--- config.mk ---
export PLATFORM = sky130hd
export DESIGN_NAME = wb_arbiter
export DESIGN_NICKNAME = d
export VERILOG_FILES = /design/src/rtl/wb_pkg.sv /design/src/rtl/wb_fifo.sv /design/src/rtl/wb_arbiter.sv
export SDC_FILE = /design/constraint.sdc
export NUM_CORES = 1
export LEC_CHECK = 0
export ABC_AREA = 1
export BUFFER_PORTS_ARGS = -buffer_cell sky130_fd_sc_hd__buf_2
export CAP_MARGIN = 5
export CELL_PAD_IN_SITES_DETAIL_PLACEMENT = 1
export CELL_PAD_IN_SITES_GLOBAL_PLACEMENT = 2
export CORE_ASPECT_RATIO = 0.75
export CORE_MARGIN = 2
export CORE_UTILIZATION = 33
export DETAILED_ROUTE_END_ITERATION = 8
export PLACE_DENSITY_LB_ADDON = 0.1
export SLEW_MARGIN = 20
export SYNTH_ARGS = -nofsm -noshare
export SYNTH_HDL_FRONTEND = slang
export SYNTH_HIERARCHICAL = 1
export SYNTH_SLANG_ARGS = --single-unit
--- constraint.sdc ---
create_clock -name clk -period 3.2 [get_ports clk]
set_input_delay 0.32 -clock clk [delete_from_list [all_inputs] [get_ports clk]]
set_output_delay 0.32 -clock clk [all_outputs]
set_load 0.005 [all_outputs]
--- src/rtl/wb_pkg.sv ---
// Shared types and constants for the writeback arbiter and its result FIFO.
package wb_pkg;

    // Default data width; wb_arbiter's XLEN parameter must match it because
    // the FIFO entry type below is sized from it.
    localparam int XLEN_DEFAULT = 32;

    // Register file address width (32 architectural registers).
    localparam int REG_ADDR_W = 5;

    // One buffered MUL/DIV result: destination register and value.
    typedef struct packed {
        logic [REG_ADDR_W-1:0] rd;
        logic [XLEN_DEFAULT-1:0] data;
    } wb_entry_t;

endpackage

--- src/rtl/wb_fifo.sv ---
// Small synchronous FIFO of writeback entries. DEPTH must be a power of two
// so the read/write pointers wrap naturally.
module wb_fifo
    import wb_pkg::*;
#(
    parameter int DEPTH = 2
) (
    input  logic                     clk,
    input  logic                     rst,
    input  logic                     push_i,
    input  wb_entry_t                din_i,
    input  logic                     pop_i,
    output wb_entry_t                dout_o,
    output logic                     full_o,
    output logic                     empty_o,
    output logic [$clog2(DEPTH):0]   count_o
);

    localparam int PTR_W = $clog2(DEPTH);
    localparam int CNT_W = PTR_W + 1;

    wb_entry_t        mem_q [DEPTH];
    logic [PTR_W-1:0] wr_ptr_q, wr_ptr_d;
    logic [PTR_W-1:0] rd_ptr_q, rd_ptr_d;
    logic [CNT_W-1:0] count_q, count_d;
    logic             do_push;
    logic             do_pop;

    // Overflow/underflow requests are ignored rather than corrupting state.
    assign do_push = push_i && !full_o;
    assign do_pop  = pop_i && !empty_o;

    assign full_o  = (count_q == CNT_W'(DEPTH));
    assign empty_o = (count_q == '0);
    assign count_o = count_q;
    assign dout_o  = mem_q[rd_ptr_q];

    // Next pointer and occupancy values; push and pop together keep count.
    always_comb begin
        wr_ptr_d = wr_ptr_q;
        rd_ptr_d = rd_ptr_q;
        count_d  = count_q;
        if (do_push) begin
            wr_ptr_d = wr_ptr_q + PTR_W'(1);
        end
        if (do_pop) begin
            rd_ptr_d = rd_ptr_q + PTR_W'(1);
        end
        case ({do_push, do_pop})
            2'b10:   count_d = count_q + CNT_W'(1);
            2'b01:   count_d = count_q - CNT_W'(1);
            default: count_d = count_q;
        endcase
    end

    // Control state; reset empties the FIFO.
    always_ff @(posedge clk or negedge rst) begin
        if (!rst) begin
            wr_ptr_q <= '0;
            rd_ptr_q <= '0;
            count_q  <= '0;
        end else begin
            wr_ptr_q <= wr_ptr_d;
            rd_ptr_q <= rd_ptr_d;
            count_q  <= count_d;
        end
    end

    // Storage array; contents are don't-care while the FIFO is empty.
    always_ff @(posedge clk) begin
        if (do_push) begin
            mem_q[wr_ptr_q] <= din_i;
        end
    end

endmodule

--- src/rtl/wb_arbiter.sv ---
// Writeback arbiter: merges the non-stallable pipeline result and buffered
// MUL/DIV results onto the single register file write port, tracks
// outstanding MUL/DIV destinations, and asks the pipeline for a bubble when
// the MUL/DIV head has been starved too long.
//
// Handshake: a MUL/DIV result transfers on a rising edge where md_valid and
// md_ready are both high; md_ready depends only on the registered FIFO count,
// so it never reflects a pop happening in the same cycle.
module wb_arbiter
    import wb_pkg::*;
#(
    parameter int XLEN         = XLEN_DEFAULT,
    parameter int FIFO_DEPTH   = 2,
    parameter int STARVE_LIMIT = 4
) (
    input  logic                  clk,
    input  logic                  rst,
    input  logic                  pipe_wb_en,
    input  logic [REG_ADDR_W-1:0] pipe_rd,
    input  logic [XLEN-1:0]       pipe_data,
    input  logic                  md_valid,
    output logic                  md_ready,
    input  logic [REG_ADDR_W-1:0] md_rd,
    input  logic [XLEN-1:0]       md_data,
    input  logic                  issue_en,
    input  logic [REG_ADDR_W-1:0] issue_rd,
    output logic [31:0]           busy_mask,
    output logic                  pipe_stall,
    output logic                  reg_write_en,
    output logic [REG_ADDR_W-1:0] rd_addr,
    output logic [XLEN-1:0]       rd_write_data
);

    localparam int CNT_W = $clog2(FIFO_DEPTH) + 1;
    localparam int STV_W = $clog2(STARVE_LIMIT + 1);

    logic                  pipe_eff;
    logic                  md_push;
    logic                  fifo_pop;
    logic                  fifo_full;
    logic                  fifo_empty;
    logic [CNT_W-1:0]      fifo_count;
    wb_entry_t             push_entry;
    wb_entry_t             head_entry;

    logic                  we_q, we_d;
    logic [REG_ADDR_W-1:0] addr_q, addr_d;
    logic [XLEN-1:0]       data_q, data_d;
    logic [31:0]           busy_q, busy_d;
    logic [STV_W-1:0]      starve_q, starve_d;
    logic                  stall_q, stall_d;

    // Writes to x0 are architecturally void on both sources.
    assign pipe_eff = pipe_wb_en && (pipe_rd != '0);

    // full is a decode of the registered count, so md_ready is too.
    assign md_ready   = !fifo_full;
    assign md_push    = md_valid && md_ready && (md_rd != '0);
    assign push_entry = '{rd: md_rd, data: md_data};

    // The buffered head drains only on slots the pipeline leaves free.
    assign fifo_pop = !pipe_eff && !fifo_empty;

    wb_fifo #(
        .DEPTH (FIFO_DEPTH)
    ) u_fifo (
        .clk     (clk),
        .rst     (rst),
        .push_i  (md_push),
        .din_i   (push_entry),
        .pop_i   (fifo_pop),
        .dout_o  (head_entry),
        .full_o  (fifo_full),
        .empty_o (fifo_empty),
        .count_o (fifo_count)
    );

    // Slot arbitration: pipeline first, then FIFO head; idle holds addr/data.
    always_comb begin
        we_d   = 1'b0;
        addr_d = addr_q;
        data_d = data_q;
        if (pipe_eff) begin
            we_d   = 1'b1;
            addr_d = pipe_rd;
            data_d = pipe_data;
        end else if (fifo_pop) begin
            we_d   = 1'b1;
            addr_d = head_entry.rd;
            data_d = head_entry.data;
        end
    end

    // Pending-destination scoreboard; a same-cycle set overrides the clear.
    always_comb begin
        busy_d = busy_q;
        if (fifo_pop) begin
            busy_d[head_entry.rd] = 1'b0;
        end
        if (issue_en && (issue_rd != '0)) begin
            busy_d[issue_rd] = 1'b1;
        end
        busy_d[0] = 1'b0;
    end

    // Starvation tracking and the sticky bubble request it raises.
    always_comb begin
        starve_d = starve_q;
        stall_d  = stall_q;
        if (fifo_pop || (fifo_count == '0)) begin
            starve_d = '0;
        end else if (pipe_eff && (starve_q < STV_W'(STARVE_LIMIT))) begin
            starve_d = starve_q + STV_W'(1);
        end
        if (fifo_pop) begin
            stall_d = 1'b0;
        end else if (starve_d == STV_W'(STARVE_LIMIT)) begin
            stall_d = 1'b1;
        end
    end

    // All arbiter state; reset drops every pending write and busy bit.
    always_ff @(posedge clk or negedge rst) begin
        if (!rst) begin
            we_q     <= 1'b0;
            addr_q   <= '0;
            data_q   <= '0;
            busy_q   <= '0;
            starve_q <= '0;
            stall_q  <= 1'b0;
        end else begin
            we_q     <= we_d;
            addr_q   <= addr_d;
            data_q   <= data_d;
            busy_q   <= busy_d;
            starve_q <= starve_d;
            stall_q  <= stall_d;
        end
    end

    assign reg_write_en  = we_q;
    assign rd_addr       = addr_q;
    assign rd_write_data = data_q;
    assign busy_mask     = busy_q;
    assign pipe_stall    = stall_q;

endmodule
; Word level (Yosys, flattened, before mapping)
; Memory sizes are Yosys's and may differ from the RTL's.
; Cells that the tools add are included.
[op_classes]
n_addsub = 5
order_cmp = 5
eq_ne = 4
n_mux = 19
bitwise = 3
n_reduce_logical = 21
[op_table]
columns = cell, n
row1 = 32-bit 2-to-1 mux, 4
row2 = 32-bit AND, 1
row3 = 32-bit inverter, 1
row4 = 32-bit OR, 1
row5 = 5-bit nonzero test, 3
row6 = 5-bit by 6-bit less-than comparator with 1-bit output (second input constant), 2
row7 = 1-bit demux with 5-bit select, 2
row8 = 5-bit by 1-bit >= comparator with 1-bit output (second input constant), 2
row9 = 1-bit logical AND, 10
row10 = 5-bit 2-to-1 mux, 2
row11 = 1-bit 2-to-1 mux, 8
row12 = 3-bit 2-to-1 mux, 2
row13 = 2-bit nonzero test, 3
row14 = 2-bit == test (second input constant), 2
row15 = 2-bit case mux with 2 select lines, 1
row16 = 3-bit by 1-bit adder with 3-bit output (second input constant), 1
row17 = 3-bit == test (second input constant), 1
row18 = 1-bit logical NOT, 3
row19 = 3-bit less-than comparator (second input constant), 1
row20 = 1-bit adder (second input constant), 2
row21 = 2-bit by 1-bit adder with 2-bit output (second input constant), 1
row22 = 2-bit by 1-bit == test with 1-bit output (second input constant), 1
row23 = 2-bit logical NOT, 1
row24 = 2-bit by 1-bit subtractor with 2-bit output (second input constant), 1
row25 = 1-bit logical OR, 1
[word_totals]
regBits = 77
ram_bits = 74
inputBits = 84
word_cells = 67
mem_count = 1
[mem_list]
columns = memory, depth, width, rd, rd_clocked_by_memory_dff, write_ports, line
row1 = u_fifo.mem_q, 2, 37, 1, 0, 1, wb_fifo.sv:22  ; wb_entry_t mem_q [DEPTH];

; Depth between registers and ports, before layout
; An unclocked memory read counts as a cell.
[logic_depth]
ltp_word = 10
ltp_mapped = 15
mapped_depth_nobuf = 14

; Cells and area by module
; Netlist, hierarchy kept.
[by_module_without_submodules]
columns = mod, n_inst, cells_each, area_per_inst_um2
row1 = wb_arbiter, 1, 421, 3454.6
row2 = wb_fifo, 1, 226, 2939.1

; Worst setup path after synthesis
; Ideal clock, no wire load.
[synth_timing]
kind = register -> register
startpoint = register u_fifo.count_q[1] (netlist: u_fifo/count_o[1])
endpoint = memory u_fifo/mem_q[1][0] (netlist name), enable pin
t_arrival_ps = 2395
setup_slack_ps = 374
stages_incl_launch_ff = 8
n_path_buf = 0
synth_period_minus_slack_ps = 2826
cell_sequence = dfrtp_1 inv_1 nor2_1 inv_1 nand3_1 inv_1 o21ai_1 nor2_1
[synth_via]
elab_chain_len = 7
[synth_rtl]
columns = element, line
row1 = "start, declared", wb_fifo.sv:25  ; logic [CNT_W-1:0] count_q, count_d;
row2 = "start signal, assigned", wb_fifo.sv:65  ; count_q <= count_d;
row3 = 2-bit == test, wb_fifo.sv:33  ; assign full_o = (count_q == CNT_W'(DEPTH));
row4 = net fifo_full, wb_arbiter.sv:40  ; logic fifo_full;
row5 = 1-bit logical NOT, wb_arbiter.sv:57  ; assign md_ready = !fifo_full;
row6 = net md_ready, wb_arbiter.sv:22  ; output logic md_ready,
row7 = 1-bit logical AND (2 in a row), wb_arbiter.sv:58  ; assign md_push = md_valid && md_ready && (md_rd != '0);
row8 = net md_push, wb_arbiter.sv:38  ; logic md_push;
row9 = 1-bit logical AND, wb_fifo.sv:30  ; assign do_push = push_i && !full_o;
row10 = 1-bit 2-to-1 mux, wb_fifo.sv:71  ; if (do_push) begin
row11 = 1-bit 2-to-1 mux (implied by the code), wb_fifo.sv:72  ; mem_q[wr_ptr_q] <= din_i;
row12 = "end, declared", wb_fifo.sv:22
; The timed path passes the listed nets, and every way through them passes these cells.

==> impl_metrics.py <==
metrics = {
    "status": {
        "status": "finished clean",
    },
    "synthesis": {
        "synth_simple_gate_area_share": 0.226,
        "yosysTopAreaCellShare": 0.348,
        "synth-xor-area-share": 0.00137,
        "synth_top_family_by_area": "simple AND/OR/NAND/NOR gates",
        "synth_warnings": 6,
        "synth_mux_area_frac": 0,
        "yosysSeqAreaShare": 0.649,
        "syn_area_um2": 6390,
        "synth_compound_area_frac": 0.0685,
        "syn_avg_cell_area_um2": 9.88,
        "syn_nets": 733,
        "yosys.area.top_type": "edfxtp_1",
        "netlist_instances": 647,
        "synth_top_cells_by_area": "edfxtp_1, dfrtp_1, nand2_1",
        "ys_ff_latch": 151,
        "synth_fa_ha_area_frac": 0.00391,
        "synth_cell_type_count": 27,
    },
    "sta": {
        "slew_headroom": 0.394,
        "fin_skew_ps": 9.34,
        "hold_violations": 0,
        "setup_tns_ps": 0,
        "fmax_mhz": 420,
        "setup_viol": 0,
        "min_period_over_period": 0.744,
        "rsz0062_at_grt": "no",
        "worst_slack_ps": 820,
        "slew_viol_final": 0,
        "min_period_ps": 2380,
        "worstMarginPinSlew_ps": 907,
    },
    "power": {
        "p_per_area_nw_per_um2": 909,
        "vdd_drop_max_uv": 524,
        "p_leak_nw": 3.67,
    },
    "die": {
        "die_area_um2": 20500,
        "rows": 44,
        "die_x_um": 165,
        "start_util": 0.334,
        "core-area_um2": 19200,
        "ioPinCount": 156,
        "die_height_um": 125,
    },
    "grt": {
        "grt_overflow": 0,
        "antenna_found_initial": 1,
        "grt_pass1_vias": 5319,
        "grt_max_degree": 46,
        "grt_pass1_wl_mm": 29.1,
        "grt_use_total": 0.187,
    },
    "route": {
        "drt_iter0_markers": 225,
        "remaining_drc_errors": 0,
        "via_per_inst": 4.69,
        "wl_mm": 18.4,
        "wl_per_cell_um": 17.2,
        "ant_nets": 0,
        "vias": 5027,
        "drt-pass1-iter-count": 4,
    },
    "cells_and_area": {
        "antenna_cells": 0,
        "utilization": 0.415,
        "seqCellArea_um2": 4150,
        "multi_input_area_um2": 1930,
        "area_delta_synth_final_pct": 24.3,
        "drive_above_1_share": 0.278,
        "final_nets": 891,
        "fillers": 2267,
    },
    "worst_setup_path": {
        "slowest_delay_ps": 620,
        "path_cells": "inv_2, nand2_1, nand2_1, inv_1, nor2_1, nand2_1, o21ai_0, o21ai_0",
        "crit_fanout": 27,
        "r2r-end": "busy_mask[18]$_DFF_PN0_",
        "path_delay_family": "simple AND/OR/NAND/NOR gates",
        "slowest_stage": "dfrtp_2",
        "crit_path_end_kind": "flip-flop",
        "critPathRequiredTime_ps": 3490,
        "endpoint": "busy_mask[18]$_DFF_PN0_",
        "critical_path_depth": 8,
        "crit_top_cell": "nand2_1",
        "ff2ff_path_depth": 8,
        "reg2reg_slack_ps": 820,
        "crit_arrival_ps": 2670,
        "regToRegStartpoint": "u_fifo/rd_ptr_q$_DFFE_PN0P_",
        "worst-path-buf-inv": 2,
        "critPathLaunchType": "flip-flop",
        "crit_type": "flip-flop to flip-flop",
        "cp-startpoint": "u_fifo/rd_ptr_q$_DFFE_PN0P_",
    },
    "clock_tree": {
        "clock_latency_ps": 420,
        "clkTransAtPathRegs_ps": 60,
        "cts_inserted_buffers": 17,
        "cts_resized": 0,
        "cts_setup_buffers": 0,
        "cts_hold_buffers": 1,
        "cts_tree": "built",
        "clockRootBuffer": "clkbuf_16",
        "cts_buffer_depth": 2,
        "cts.sinks": 151,
        "cts_max_level": 4,
    },
    "job": {
        "cap_violations": 0,
    },
    "hold_path": {
        "whs_path_depth": 1,
        "hp-class": "input port to flip-flop",
    },
    "place": {
        "dp_slack_ps": 775,
        "dp_hpwl_mm": 13.0,
        "io_buffers": 154,
        "gp_congestion": 0.828,
    },
}
## power by group
group | total, mW | internal (mW) | switching, mW
Combinational | 2.18 | 0.759 | 1.42
Clock | 1.95 | 1.09 | 0.862
Sequential | 3.10 | 2.72 | 0.371
Total | 7.23 | 4.57 | 2.66
## area by class of cell
cell class	count	share of cell area
Multi-Input combinational cell	433	0.243
Clock inverter	15	0.0176
Tap cell	253	0.0398
Timing Repair Buffer	161	0.104
Inverter	41	0.0197
Clock buffer	17	0.0535
Sequential cell	151	0.522
## placed cells by master (no fill, tap or decap), drive strengths merged
master / count
nor2: 25
xnor2: 1
o31ai: 1
o21ai: 63
dfrtp: 77
conb: 1
bufinv: 1
clkbuf: 17
clkinv: 5
o211ai: 4
ha: 2
dlygate4sd3: 1
inv: 48
nor3: 3
clkinvlp: 2
edfxtp: 74
buf: 160
nand4: 2
o221ai: 1
nand2: 286
nand3: 44
## sequential cells by signal (all words and copies together), names as in the netlist
| signal | flops |
|---|---|
| u_fifo/mem_q | 74 |
| rd_write_data | 32 |
| busy_mask | 31 |
| rd_addr | 5 |
| starve_q | 3 |
| u_fifo/count_o | 2 |
| pipe_stall | 1 |
| reg_write_en | 1 |
| u_fifo/rd_ptr_q | 1 |
| u_fifo/wr_ptr_q | 1 |
## routing by layer
| metal | global-route usage | up-vias | share of wire |
|---|---|---|---|
| met5 | 0 | - | 0.00071 |
| met3 | 0.0383 | 15 | 0.039 |
| met1 | 0.263 | 2486 | 0.49 |
| met4 | 0.0501 | 2 | 0.010 |
| li1 | - | 2420 | - |
| met2 | 0.295 | 104 | 0.46 |
## how the worst min path moves through the flow
stage	start	to
after floorplan	rst	busy_mask[10]$_DFF_PN0_
after global placement	rst	busy_mask[8]$_DFF_PN0_
after detailed placement	rst	busy_mask[11]$_DFF_PN0_
after CTS	md_data[15]	u_fifo/mem_q[0][15]$_DFFE_PP_
after global routing	md_data[15]	u_fifo/mem_q[1][15]$_DFFE_PP_
final	md_data[15]	u_fifo/mem_q[0][15]$_DFFE_PP_
## logic make-up after synthesis
family	Yosys count
AND/OR/NAND/NOR	360
flip-flops	151
adder cells (fa/ha/maj)	2
buffers and inverters	63
other	1
XOR/XNOR	1
AO/OA/AOI/OAI	69
## metrics by stage
stage                     std cells  power, mW  hold WS [ps]  instance area, um^2
after global routing           1071       7.75          75.8                 7950
final                          1071       7.23          90.9                 7950
after floorplan                 647       4.41          24.4                 6390
after detailed placement       1038       5.36           380                 7370
after global placement         1038       5.26           377                 7370
after CTS                      1071       7.35          72.2                 7950
## Yosys cell counts
cell type	instances
buf_2	6
buf_4	6
buf_6	7
clkbuf_1	3
conb_1	1
dfrtp_1	77
edfxtp_1	74
ha_1	2
inv_1	35
inv_2	5
inv_4	1
nand2_1	281
nand2_2	3
nand2_4	2
nand3_1	43
nand3_2	1
nand4_1	2
nor2_1	23
nor2_2	2
nor3_1	3
o211ai_2	4
o21ai_0	33
o21ai_1	15
o21ai_2	15
o221ai_1	1
o31ai_1	1
xnor2_1	1
Note: power is estimated with default switching activity, not from simulation.
